File: config.mk
export PLATFORM = sky130hd
export DESIGN_NAME = serial_full_adder_flat
export DESIGN_NICKNAME = d
export VERILOG_FILES = /design/src/rtl/serial_full_adder_if.sv /design/src/rtl/serial_full_adder.sv /design/src/flat_wrapper.sv
export SDC_FILE = /design/constraint.sdc
export NUM_CORES = 1
export LEC_CHECK = 0
export BUFFER_PORTS_ARGS = -buffer_cell sky130_fd_sc_hd__buf_2
export CAP_MARGIN = 10
export CORE_MARGIN = 2
export CORE_UTILIZATION = 54
export CTS_CLUSTER_SIZE = 28
export DETAILED_ROUTE_END_ITERATION = 8
export HOLD_SLACK_MARGIN = 0.03
export PLACE_DENSITY = 0.74
export SYNTH_ARGS = -nofsm -noshare
export SYNTH_HDL_FRONTEND = slang
export SYNTH_SLANG_ARGS = --single-unit
File: constraint.sdc
create_clock -name clk -period 1.4 [get_ports clk]
set_input_delay 0.14 -clock clk [delete_from_list [all_inputs] [get_ports clk]]
set_output_delay 0.14 -clock clk [all_outputs]
set_load 0.005 [all_outputs]
File: src/rtl/serial_full_adder_if.sv
// ---------------------------------------------------------------------------
// serial_full_adder_if
//   Bundles the operand/result bus and start/busy/done handshake of the
//   bit-serial adder so the requester and the adder share one connection.
//
//   Signals
//     start  requester -> adder  request; only honoured while busy=0
//     a, b   requester -> adder  operands, captured on an accepted start
//     cin    requester -> adder  carry-in, captured on an accepted start
//     busy   adder -> requester  addition in progress
//     done   adder -> requester  one-cycle pulse, sum/cout freshly valid
//     sum    adder -> requester  a+b+cin modulo 2^WIDTH
//     cout   adder -> requester  carry out of the top bit
//
//   Modports
//     master  the side that issues additions (drives start/a/b/cin)
//     slave   the adder itself (drives busy/done/sum/cout)
// ---------------------------------------------------------------------------
interface serial_full_adder_if #(
  parameter int WIDTH = 8
);
  logic             start;
  logic [WIDTH-1:0] a;
  logic [WIDTH-1:0] b;
  logic             cin;
  logic             busy;
  logic             done;
  logic [WIDTH-1:0] sum;
  logic             cout;

  modport master (
    output start, a, b, cin,
    input  busy, done, sum, cout
  );

  modport slave (
    input  start, a, b, cin,
    output busy, done, sum, cout
  );
endinterface

File: src/rtl/serial_full_adder.sv
// ---------------------------------------------------------------------------
// serial_full_adder
//   Bit-serial WIDTH-bit adder. Operands are loaded in parallel, then fed LSB
//   first, one bit per clock, through a single full-adder cell built from two
//   half adders and an OR. The finished sum and carry are presented in
//   parallel and held until the next completion.
//
//   Parameters
//     WIDTH   operand/result width, 1..32
//
//   Ports
//     clk     rising-edge clock
//     rst_n   synchronous active-low reset; wins over everything else
//     bus     serial_full_adder_if.slave
//               start/a/b/cin in, busy/done/sum/cout out
//
//   Timing
//     start accepted on edge k -> done=1 with new sum/cout after edge k+WIDTH.
//     A start seen during the done cycle reloads immediately, so back-to-back
//     operations complete every WIDTH cycles. start is ignored while busy.
// ---------------------------------------------------------------------------
module serial_full_adder #(
  parameter int WIDTH = 8
) (
  input  logic                 clk,
  input  logic                 rst_n,
  serial_full_adder_if.slave   bus
);

  // Counter must be able to hold WIDTH-1 without ever wrapping.
  localparam int              CNT_W = $clog2(WIDTH + 1);
  localparam logic [CNT_W-1:0] LAST_BIT = CNT_W'(WIDTH - 1);

  typedef enum logic [1:0] {
    IDLE = 2'd0,
    RUN  = 2'd1,
    DONE = 2'd2
  } state_t;

  state_t           state_q, state_d;
  logic [WIDTH-1:0] opa_q,   opa_d;
  logic [WIDTH-1:0] opb_q,   opb_d;
  logic [WIDTH-1:0] res_q,   res_d;
  logic             carry_q, carry_d;
  logic [CNT_W-1:0] cnt_q,   cnt_d;
  logic [WIDTH-1:0] sum_q,   sum_d;
  logic             cout_q,  cout_d;
  logic             busy_q,  busy_d;
  logic             done_q,  done_d;

  // -------------------------------------------------------------------------
  // Full-adder cell: two half adders plus an OR on their carries.
  // -------------------------------------------------------------------------
  logic             ha1_s, ha1_c;
  logic             ha2_s, ha2_c;
  logic             bit_s, bit_c;
  logic [WIDTH-1:0] res_shift;

  assign ha1_s = opa_q[0] ^ opb_q[0];
  assign ha1_c = opa_q[0] & opb_q[0];
  assign ha2_s = ha1_s ^ carry_q;
  assign ha2_c = ha1_s & carry_q;
  assign bit_s = ha2_s;
  assign bit_c = ha1_c | ha2_c;

  // New sum bit enters at the MSB; after WIDTH steps the LSB-first stream has
  // landed in the right order. Written as a shift of the concatenation so the
  // same expression also covers WIDTH=1.
  assign res_shift = WIDTH'({bit_s, res_q} >> 1);

  // -------------------------------------------------------------------------
  // Next-state and datapath control
  // -------------------------------------------------------------------------
  always_comb begin
    state_d = state_q;
    opa_d   = opa_q;
    opb_d   = opb_q;
    res_d   = res_q;
    carry_d = carry_q;
    cnt_d   = cnt_q;
    sum_d   = sum_q;
    cout_d  = cout_q;
    busy_d  = busy_q;
    done_d  = 1'b0;

    unique case (state_q)
      IDLE, DONE: begin
        // From DONE with no new request we fall back to IDLE; a request in
        // either state loads the operands right away.
        if (state_q == DONE) begin
          state_d = IDLE;
        end
        if (bus.start) begin
          opa_d   = bus.a;
          opb_d   = bus.b;
          carry_d = bus.cin;
          res_d   = '0;
          cnt_d   = '0;
          busy_d  = 1'b1;
          state_d = RUN;
        end
      end

      RUN: begin
        opa_d   = opa_q >> 1;
        opb_d   = opb_q >> 1;
        res_d   = res_shift;
        carry_d = bit_c;
        if (cnt_q == LAST_BIT) begin
          // Last bit: publish the result in the same edge it is formed.
          sum_d   = res_shift;
          cout_d  = bit_c;
          done_d  = 1'b1;
          busy_d  = 1'b0;
          cnt_d   = cnt_q;
          state_d = DONE;
        end else begin
          cnt_d   = cnt_q + CNT_W'(1);
        end
      end

      default: begin
        state_d = IDLE;
        busy_d  = 1'b0;
      end
    endcase
  end

  // -------------------------------------------------------------------------
  // State registers
  // -------------------------------------------------------------------------
  always_ff @(posedge clk) begin
    if (!rst_n) begin
      state_q <= IDLE;
      opa_q   <= '0;
      opb_q   <= '0;
      res_q   <= '0;
      carry_q <= 1'b0;
      cnt_q   <= '0;
      sum_q   <= '0;
      cout_q  <= 1'b0;
      busy_q  <= 1'b0;
      done_q  <= 1'b0;
    end else begin
      state_q <= state_d;
      opa_q   <= opa_d;
      opb_q   <= opb_d;
      res_q   <= res_d;
      carry_q <= carry_d;
      cnt_q   <= cnt_d;
      sum_q   <= sum_d;
      cout_q  <= cout_d;
      busy_q  <= busy_d;
      done_q  <= done_d;
    end
  end

  assign bus.busy = busy_q;
  assign bus.done = done_q;
  assign bus.sum  = sum_q;
  assign bus.cout = cout_q;

endmodule

File: src/flat_wrapper.sv
// flat-port wrapper written by rule: the top's interface ports become plain ports
module serial_full_adder_flat 
#(
  parameter int WIDTH = 8
)
  (clk, rst_n, bus_start, bus_a, bus_b, bus_cin, bus_busy, bus_done, bus_sum, bus_cout);
  serial_full_adder_if #(.WIDTH(WIDTH)) bus_i ();
  input  logic clk;
  input  logic rst_n;
  input wire logic [$bits(bus_i.start)-1:0] bus_start;
  input wire logic [$bits(bus_i.a)-1:0] bus_a;
  input wire logic [$bits(bus_i.b)-1:0] bus_b;
  input wire logic [$bits(bus_i.cin)-1:0] bus_cin;
  output wire logic [$bits(bus_i.busy)-1:0] bus_busy;
  output wire logic [$bits(bus_i.done)-1:0] bus_done;
  output wire logic [$bits(bus_i.sum)-1:0] bus_sum;
  output wire logic [$bits(bus_i.cout)-1:0] bus_cout;
  assign bus_i.start = bus_start;
  assign bus_i.a = bus_a;
  assign bus_i.b = bus_b;
  assign bus_i.cin = bus_cin;
  assign bus_busy = bus_i.busy;
  assign bus_done = bus_i.done;
  assign bus_sum = bus_i.sum;
  assign bus_cout = bus_i.cout;
  serial_full_adder #(.WIDTH(WIDTH)) u_core (.clk(clk), .rst_n(rst_n), .bus(bus_i));
endmodule
# Word level (Yosys, flattened, before mapping)
# Index checks and enable logic that the tools add are counted.
[totals] out_inout_bits=11 ff_bits=42 word_cells=51
[classes] mux=19 n_addsub=1 bitwise_logic=5 eq_ne=7 n_reduce_logical=9
[ops] cell="8-bit case mux with 2 select lines" count=3
[ops] cell="8-bit two-way mux" count=3
[ops] cell="2-bit AND reduction" count=5
[ops] cell="4-bit two-way mux" count=2
[ops] cell="4-bit case mux with 2 select lines" count=1
[ops] cell="2-bit two-way mux" count=3
[ops] cell="4-bit by 1-bit adder with 4-bit output, second input constant" count=1
[ops] cell="4-bit by 3-bit equality test with 1-bit output, second input constant" count=1
[ops] cell="1-bit two-way mux" count=4
[ops] cell="2-bit inequality test, second input constant" count=2
[ops] cell="1-bit case mux with 2 select lines" count=2
[ops] cell="2-bit case mux with 2 select lines" count=1
[ops] cell="3-bit by 2-bit inequality test with 1-bit output, second input constant" count=1
[ops] cell="3-bit AND reduction" count=1
[ops] cell="1-bit bitwise AND" count=2
[ops] cell="2-bit by 1-bit equality test with 1-bit output, second input constant" count=1
[ops] cell="2-bit equality test, second input constant" count=1
[ops] cell="2-bit logical NOT" count=1
[ops] cell="2-bit by 1-bit inequality test with 1-bit output, second input constant" count=1
[ops] cell="2-bit nonzero test" count=1
[ops] cell="2-bit OR reduction" count=1
[ops] cell="1-bit XOR" count=2
[ops] cell="1-bit bitwise OR" count=1

# Longest topological paths before layout
# Gate-level depths: netlist of the first run.
[logic_depth] ltp_word=4 depth_mapped=5

# Worst setup path before layout of the first run
# No wires, ideal clock.
[synth_path] path_kind="register -> register" start="register u_core.cnt_q[0]" end="register u_core.sum_q[0], in the netlist u_core.bus.sum[0]" slack_ns=0.179 setup_time_ns=0.072 arrival_time_ns=1.149 path_buffers=1 stages_incl_launch_ff=6 synth_period_minus_slack_ns=1.221 path_cell_list="dfxtp_1 ha_1 nand2_1 nor3_4 buf_6 mux2i_1"
[synth_between] elab_chain_cells=2
[synth_lines] element="start: declaration" line="serial_full_adder.sv:45" source="logic [CNT_W-1:0] cnt_q, cnt_d;"
[synth_lines] element="start signal: assignment" line="serial_full_adder.sv:150" source="cnt_q <= cnt_d;"
[synth_lines] element="4-bit by 3-bit equality test with 1-bit output" line="serial_full_adder.sv:109" source="if (cnt_q == LAST_BIT) begin"
[synth_lines] element="2-bit AND reduction (no line)"
[synth_lines] element="end signal: assignment" line="serial_full_adder.sv:151" source="sum_q <= sum_d;"
[synth_lines] element="end: declaration" line="serial_full_adder.sv:46" source="logic [WIDTH-1:0] sum_q, sum_d;"
# No other way between the ends.
# A chain may end at the register's enable or synchronous reset.

# Worst setup path after layout of the first run
[layout_path] start="register u_core.cnt_q[1]" end="register u_core.sum_q[7], in the netlist u_core.bus.sum[7]"
# Same word-level chain as after synthesis.

==> results of run 1 <==
==> layer usage <==
layer | global-route usage | part of all wire | up-vias
met2 | 0.3851 | 0.51 | 35
met3 | 0.04264 | 0.046 | 7
met5 | 0 | 0 | -
li1 | - | - | 763
met4 | 0.1048 | 0.018 | 0
met1 | 0.2379 | 0.42 | 685
==> kinds of logic (layout without fill, tap and decap cells) <==
family	after synthesis	after routing	share of synthesized area
adders and majority gates	2	2	0.01896
muxes	12	12	0.07002
xor gates and xnor gates	1	1	0.005107
and+or+nand+nor	85	85	0.2166
AOI/OAI and AO/OA	44	44	0.1568
DFF	41	41	0.4785
buffers and inverters	18	56	0.05397
==> sequential cells by signal (all words and copies together), names as in the netlist <==
name,cells
u_core.state_q,2
u_core.res_q,7
u_core.bus.sum,8
u_core.bus.done,1
u_core.bus.busy,1
u_core.cnt_q,4
u_core.carry_q,1
u_core.bus.cout,1
u_core.opb_q,8
u_core.opa_q,8
==> worst reg2reg max path: cells and delay by family, from the launching register on <==
kind	cells	cell delay, ns
DFF	1	0.38
muxes	1	0.18
and+or+nand+nor	2	0.27
buffers and inverters	1	0.17
adders and majority gates	1	0.22
==> stage by stage <==
step | instance area [sq um] | total power (uW) | hold slack (ns) | worst slack (ns) | instances
floorplan | 1715 | 1455 | 0.2849 | 0.1791 | 203
global placement | 1927 | 1528 | 0.3919 | 0.1987 | 266
detailed placement | 1927 | 1542 | 0.4041 | 0.08592 | 266
CTS | 2122 | 2355 | 0.03223 | 0.07463 | 285
global route | 2130 | 2439 | 0.03556 | 0.02840 | 285
finish | 2130 | 2339 | 0.04014 | 0.1208 | 285
==> power by group <==
| part | internal, uW | total (uW) | switching, uW | leakage, uW |
|---|---|---|---|---|
| clock | 426 | 799 | 372 | 0.0000455 |
| sequential | 1220 | 1260 | 32.9 | 0.000335 |
| combinational | 131 | 283 | 152 | 0.000459 |
| total | 1780 | 2340 | 557 | 0.000839 |
==> placed cells by master, fill, tap and decap left out <==
cell,synthesis,final
nand4_1,1,1
mux2i_1,12,12
nand2b_1,2,2
a31oi_1,15,15
dlygate4sd3_1,0,11
nand2_2,0,1
o21ai_2,0,1
buf_2,5,30
a21boi_0,11,11
clkbuf_4,0,5
ha_1,1,1
o21ai_0,16,16
dfxtp_2,0,1
inv_1,1,1
and2_1,2,2
xor2_1,1,1
fa_1,1,1
nand2b_2,1,1
clkbuf_1,7,1
nand2_1,62,61
nor3_4,1,1
buf_4,3,2
o211ai_1,1,1
dfxtp_1,41,40
bufinv_16,0,1
nor2b_1,2,2
nand3_1,14,14
clkbuf_8,0,1
buf_12,0,4
==> timing repair <==
item / 4_1_cts / 5_1_grt
hold endpoints to repair: 11 / 0
setup endpoints to repair: 0 / 11
buffers inserted: 0 / 0
hold buffers: 11 / 0
resized for setup: 0 / 3
==> path summary, 6_finish.rpt <==
check,from,slack [ns],end
max,u_core.cnt_q[1],0.12,u_core.bus.sum[7]
min,bus_a[5],0.04,u_core.opa_q[5]
max reg2reg,u_core.cnt_q[1],0.12,u_core.bus.sum[7]
min reg2reg,u_core.bus.sum[4],0.46,u_core.bus.sum[4]
==> final cells by class <==
type / instances / area (sq um)
clock buffer: 7 / 55.05
inverter: 1 / 3.754
fill: 258 / 898.4
tap: 44 / 55.05
multi-input combinational: 144 / 808.3
sequential: 41 / 822.0
clock inverter: 1 / 30.03
timing repair buffer: 47 / 355.3
==> summary.md, run 1 <==
| Metric | Value |
|---|---|
| FF+latch count, synth | `slightly above 40` |
| Worst-skew pair later-pin latency | `0.36 ns` |
| Hold Crit Class | `primary input to flip-flop` |
| Crit path required time | `between 1.5 and 2 ns` |
| RSZ-0062 raised after global routing | `no` |
| Vias in the first global route | `1,379` |
| Power Dens Cells | `1099 nW/um^2` |
| Initial antenna violation count | `0` |
| Synth top area cells | `dfxtp_1, nand2_1, mux2i_1` |
| DR vias | `1,490` |
| Async S/R FF share, synth | `0` |
| PortBufs | `30` |
| Yosys top cell by area | `dfxtp_1` |
| Row Count | `20` |
| CP max-delay cell | `dfxtp_1` |
| Kind of end point of the critical path | `flip-flop` |
| Share of the yosys chip area belonging to registers | `0.4785` |
| Fin crit period | `1.279 ns` |
| Highest net fanout along the worst path | `12` |
| Most common cell in the synthesized netlist | `nand2_1` |
| Area grow syn2layout | `24.14%` |
| Synth warnings | `0` |
| Max-slew headroom | `0.7757` |
| Status | `finished, final reports clean` |
| Detailed placement HPWL | `2171 um` |
| Worst path depth | `5` |
| ANT cells | `0` |
| WL final | `roughly 3400 um` |
| Routability congestion estimate from global placement | `0.7233` |
| Io pins | `31` |
| Share of the synthesized area in the top cell type | `0.4785` |
| Die X | `60.36 um` |
| Post-DR wirelength/cell | `11.94 um` |
| Post-route ant nets | `0` |
| Hold Path Stages | `3` |
| Largest net degree at the start of global routing | `55` |
| Die area | `3643 sq um` |
| Worst reg2reg path depth | `5` |
| Startpoint types | `flip-flop` |
| Top cells by count, synth | `nand2_1, dfxtp_1, o21ai_0, a31oi_1, nand3_1` |
| Max stage delay on crit path | `approximately 0.38 ns` |
| P_leak | `0.0008393 uW` |
| Root Buffer | `clkbuf_4` |
| Fin. Hold Viols | `0` |
| Yosys cell types | `24` |
| Share of cells above drive strength 1 | `0.1992` |
| Gr usage total | `0.2132` |
| Final Setup Violations | `0` |
| Post-synth EDFFs | `0` |
| Max Transition Viols Final | `0` |
| Buf/Inv on CP | `1` |
| Crit-path cells | `ha_1, nand2_2, nor3_4, buf_12, mux2i_1` |
| Post-Syn Area per Cell | `8.450 sq um` |
| Clk_skew | `0.009154 ns` |
| Core Util, Final | `0.7033` |
| Critical Path AT | `1.57 ns` |
| Via-to-Cell Ratio | `5.228` |
| Total grt overflow | `0` |
| Family with the most delay on the worst path | `flip-flops` |
| Max Cap Viol | `0` |
| Mapped cell area | `1715 sq um` |
| Clock transition at path regs | `0.11 ns` |
| # DRC | `0` |
| First-pass DRT Iterations | `4` |
| Worst-Margin Slew | `0.3357 ns` |
| Post-Syn Instances | `203` |
| WS Path Type | `flip-flop to flip-flop` |
| Die Y | `60.36 um` |
| TritonCTS Sinks | `between 40 and 50` |
| Drt initial violations | `61` |
| Post-route clock period utilization | `0.9137` |
| First-pass GRT wire length | `5802 um` |
| Nets | `~260` |
| Core area | `3028 sq um` |
| Syn Nets | `roughly 230` |
| TritonCTS clock tree | `done` |
| Setup TNS | `0 ns` |
| FMAX | `just under 800 MHz` |
| Synth Flop Type | `dfxtp_1` |
| Initial Util | `0.5665` |
| H-tree depth | `2` |
| TritonCTS buffer count | `5` |
| Peak supply drop | `0.0008306 V` |
| CTS max path bufs | `2` |
Power figures use the tool's default switching activity.
==> run 2: changes to the inputs <==
RECOVER_POWER = 100   (was not set)
==> run 2 against run 1 <==
Compared with the run above: worst hold slack barely moved; via count decreased by 0.60%; combinational power decreased by 1%; register-to-register slack about the same; die area is the same; largest power group unchanged; highest routed layer unchanged.
==> summary.md, run 2 (synthesis results as in run 1) <==
| Metric | Value |
|---|---|
| Status | `finished, final reports clean` |
| Core Util, Final | `0.6992 (-0.004132)` |
| Post-CTS setup buffers | `0 (unchanged)` |
| Final Setup Violations | `0 (unchanged)` |
| Initial Util | `0.5665 (unchanged)` |
| Worst r2r src | `u_core.cnt_q[1]` |
| CP startpoint | `u_core.cnt_q[1]` |
| Commonest non-fill, non-tap cell in the layout | `nand2_1` |
| Flop pwr share | `0.539 (about the same)` |
| Post-route clock period utilization | `0.9158 (+0.002098)` |
| Crit path required time | `1.68 ns (about the same)` |
| PortBufs | `30 (unchanged)` |
| Net Sw Frac | `0.2372 (-0.0008566)` |
| H-tree depth | `2 (unchanged)` |
| Routability congestion estimate from global placement | `0.7233 (unchanged)` |
| CTS max path bufs | `2 (unchanged)` |
| ANT cells | `0 (unchanged)` |
| Initial antenna violation count | `0 (unchanged)` |
| Clock transition at path regs | `0.11 ns (about the same)` |
| Detailed placement HPWL | `2171 um (unchanged)` |
| Fill count | `263 (+1.9%)` |
| Hold path start | `bus_a[5]` |
| Max Transition Viols Final | `0 (unchanged)` |
| Total grt overflow | `0 (unchanged)` |
| Post-route ant nets | `0 (unchanged)` |
| Final setup margin | `0.1178 ns (-0.002937 ns)` |
| Drt initial violations | `69 (+13%)` |
| Switching power | `553.5 uW (-0.62%)` |
| Area grow syn2layout | `23.41%` |
| Hold EP | `u_core.opa_q[5]` |
| WS Path Type | `flip-flop to flip-flop` |
| Fin. Hold Viols | `0 (unchanged)` |
| TritonCTS buffer count | `5 (unchanged)` |
| FF-to-FF setup slack | `0.12 ns (about the same)` |
| First-pass GRT wire length | `5802 um (unchanged)` |
| Kind of end point of the critical path | `flip-flop` |
| First-pass DRT Iterations | `4 (unchanged)` |
| Setup TNS | `0 ns (unchanged)` |
| TritonCTS clock tree | `done` |
| Critical Path AT | `1.56 ns (about the same)` |
| WL final | `3387 um (-0.44%)` |
| Die area | `3643 sq um (unchanged)` |
| Root Buffer | `clkbuf_4` |
| Max Cap Viol | `0 (unchanged)` |
| Worst-skew pair later-pin latency | `0.35 ns (about the same)` |
| Most frequent cells in the layout | `nand2_1, dfxtp_1, buf_2` |
| Clock power share | `0.342 (about the same)` |
| Nets | `262 (unchanged)` |
| Post-DR wirelength/cell | `11.88 um (-0.44%)` |
| Share of cells above drive strength 1 | `0.1784 (-0.02075)` |
| Startpoint types | `flip-flop` |
| Dpl cells | `266 (unchanged)` |
| Worst reg2reg path depth | `4 (-1)` |
| Fin crit period | `1.282 ns (+0.002937 ns)` |
| FMAX | `779.9 MHz (-0.23%)` |
| Peak supply drop | `0.0008306 V (about the same)` |
| RSZ-0062 raised after global routing | `no` |
| Core area | `3028 sq um (unchanged)` |
| Worst-Margin Slew | `0.2991 ns (-0.03664 ns)` |
| Cell-internal power | `1780 uW (-0.15%)` |
| Layout Cells excl Fill | `285 (unchanged)` |
| Clk_skew | `0.006888 ns (-0.002266 ns)` |
| Hold Path Stages | `3 (unchanged)` |
| Power Dens Cells | `1102 nW/um^2 (+0.33%)` |
| FF-to-FF End | `u_core.cnt_q[0]` |
| Row Count | `20 (unchanged)` |
| Highest net fanout along the worst path | `3 (-9)` |
| DR vias | `1,481 (-0.60%)` |
| Die Y | `60.36 um (unchanged)` |
| # DRC | `0 (unchanged)` |
| TritonCTS Sinks | `41 (unchanged)` |
| Io pins | `31 (unchanged)` |
| Post-Place Setup Slack | `0.08592 ns (unchanged)` |
| Via-to-Cell Ratio | `5.196 (-0.60%)` |
| P_leak | `0.0008245 uW (-1.8%)` |
| Vias in the first global route | `1,379 (unchanged)` |
| Die X | `60.36 um (unchanged)` |
| Max-slew headroom | `0.7993 (+0.02355)` |
| Hold Crit Class | `primary input to flip-flop` |
| Largest net degree at the start of global routing | `55 (unchanged)` |
| Gr usage total | `0.2132 (unchanged)` |
| Gate power share | `0.120 (about the same)` |
[run 2: cell count changes in the layout (fill, tap and decap cells not counted), sizes merged]
| cell | previous run | this run |
|---|---|---|
| clkbuf | 7 | 11 |
| buf | 36 | 32 |
[run 2: power by group through the flow]
stage	combinational [uW]	sequential [uW]	clock [uW]
floorplan	179	1280	0
global placement	247	1280	0
detailed placement	259	1280	0
CTS	284	1260	814
global route	315	1260	856
finish	279	1260	797
[run 2: critical path, stage by stage, from the launching register on]
cell and delay [ns]:
dfxtp_1 0.38, ha_1 0.22, nand2_2 0.10, o21ai_1 0.28, mux2i_1 0.23
[run 2: worst max-delay path by stage]
stage | to | cells past startpoint
floorplan | u_core.bus.sum[0] | 5
global placement | u_core.bus.sum[7] | 5
detailed placement | u_core.bus.sum[3] | 5
CTS | u_core.bus.sum[3] | 5
global route | u_core.cnt_q[1] | 4
finish | u_core.cnt_q[0] | 4
[run 2: timing repair]
item                       in CTS  in global routing
hold endpoints to repair       11                  0
resized for setup               0                  3
setup endpoints to repair       0                 11
hold buffers                   11                  0
[run 2: metrics by stage]
| step | instance area [sq um] | total power, uW | hold slack, ns |
|---|---|---|---|
| after floorplan | 1715 | 1455 | 0.2849 |
| after global placement | 1927 | 1528 | 0.3919 |
| after detailed placement | 1927 | 1542 | 0.4041 |
| after CTS | 2122 | 2355 | 0.03223 |
| after global routing | 2117 | 2436 | 0.03556 |
| final | 2117 | 2333 | 0.04007 |
[run 2: area by class of cell]
cell class              count  area, sq um  area share
clock inverters             1        30.03     0.01418
flip-flops and latches     41        822.0      0.3883
multi-input cells         144        802.0      0.3788
clock buffers               7        55.05     0.02600
repair buffers             47        349.1      0.1649
well taps                  44        55.05     0.02600
inverters                   1        3.754    0.001773
[run 2: layer usage]
metal  wire [um]  GRT usage
met1        1455     0.2379
met2        1713     0.3851
met3         155    0.04264
met4          62     0.1048
met5           0          0
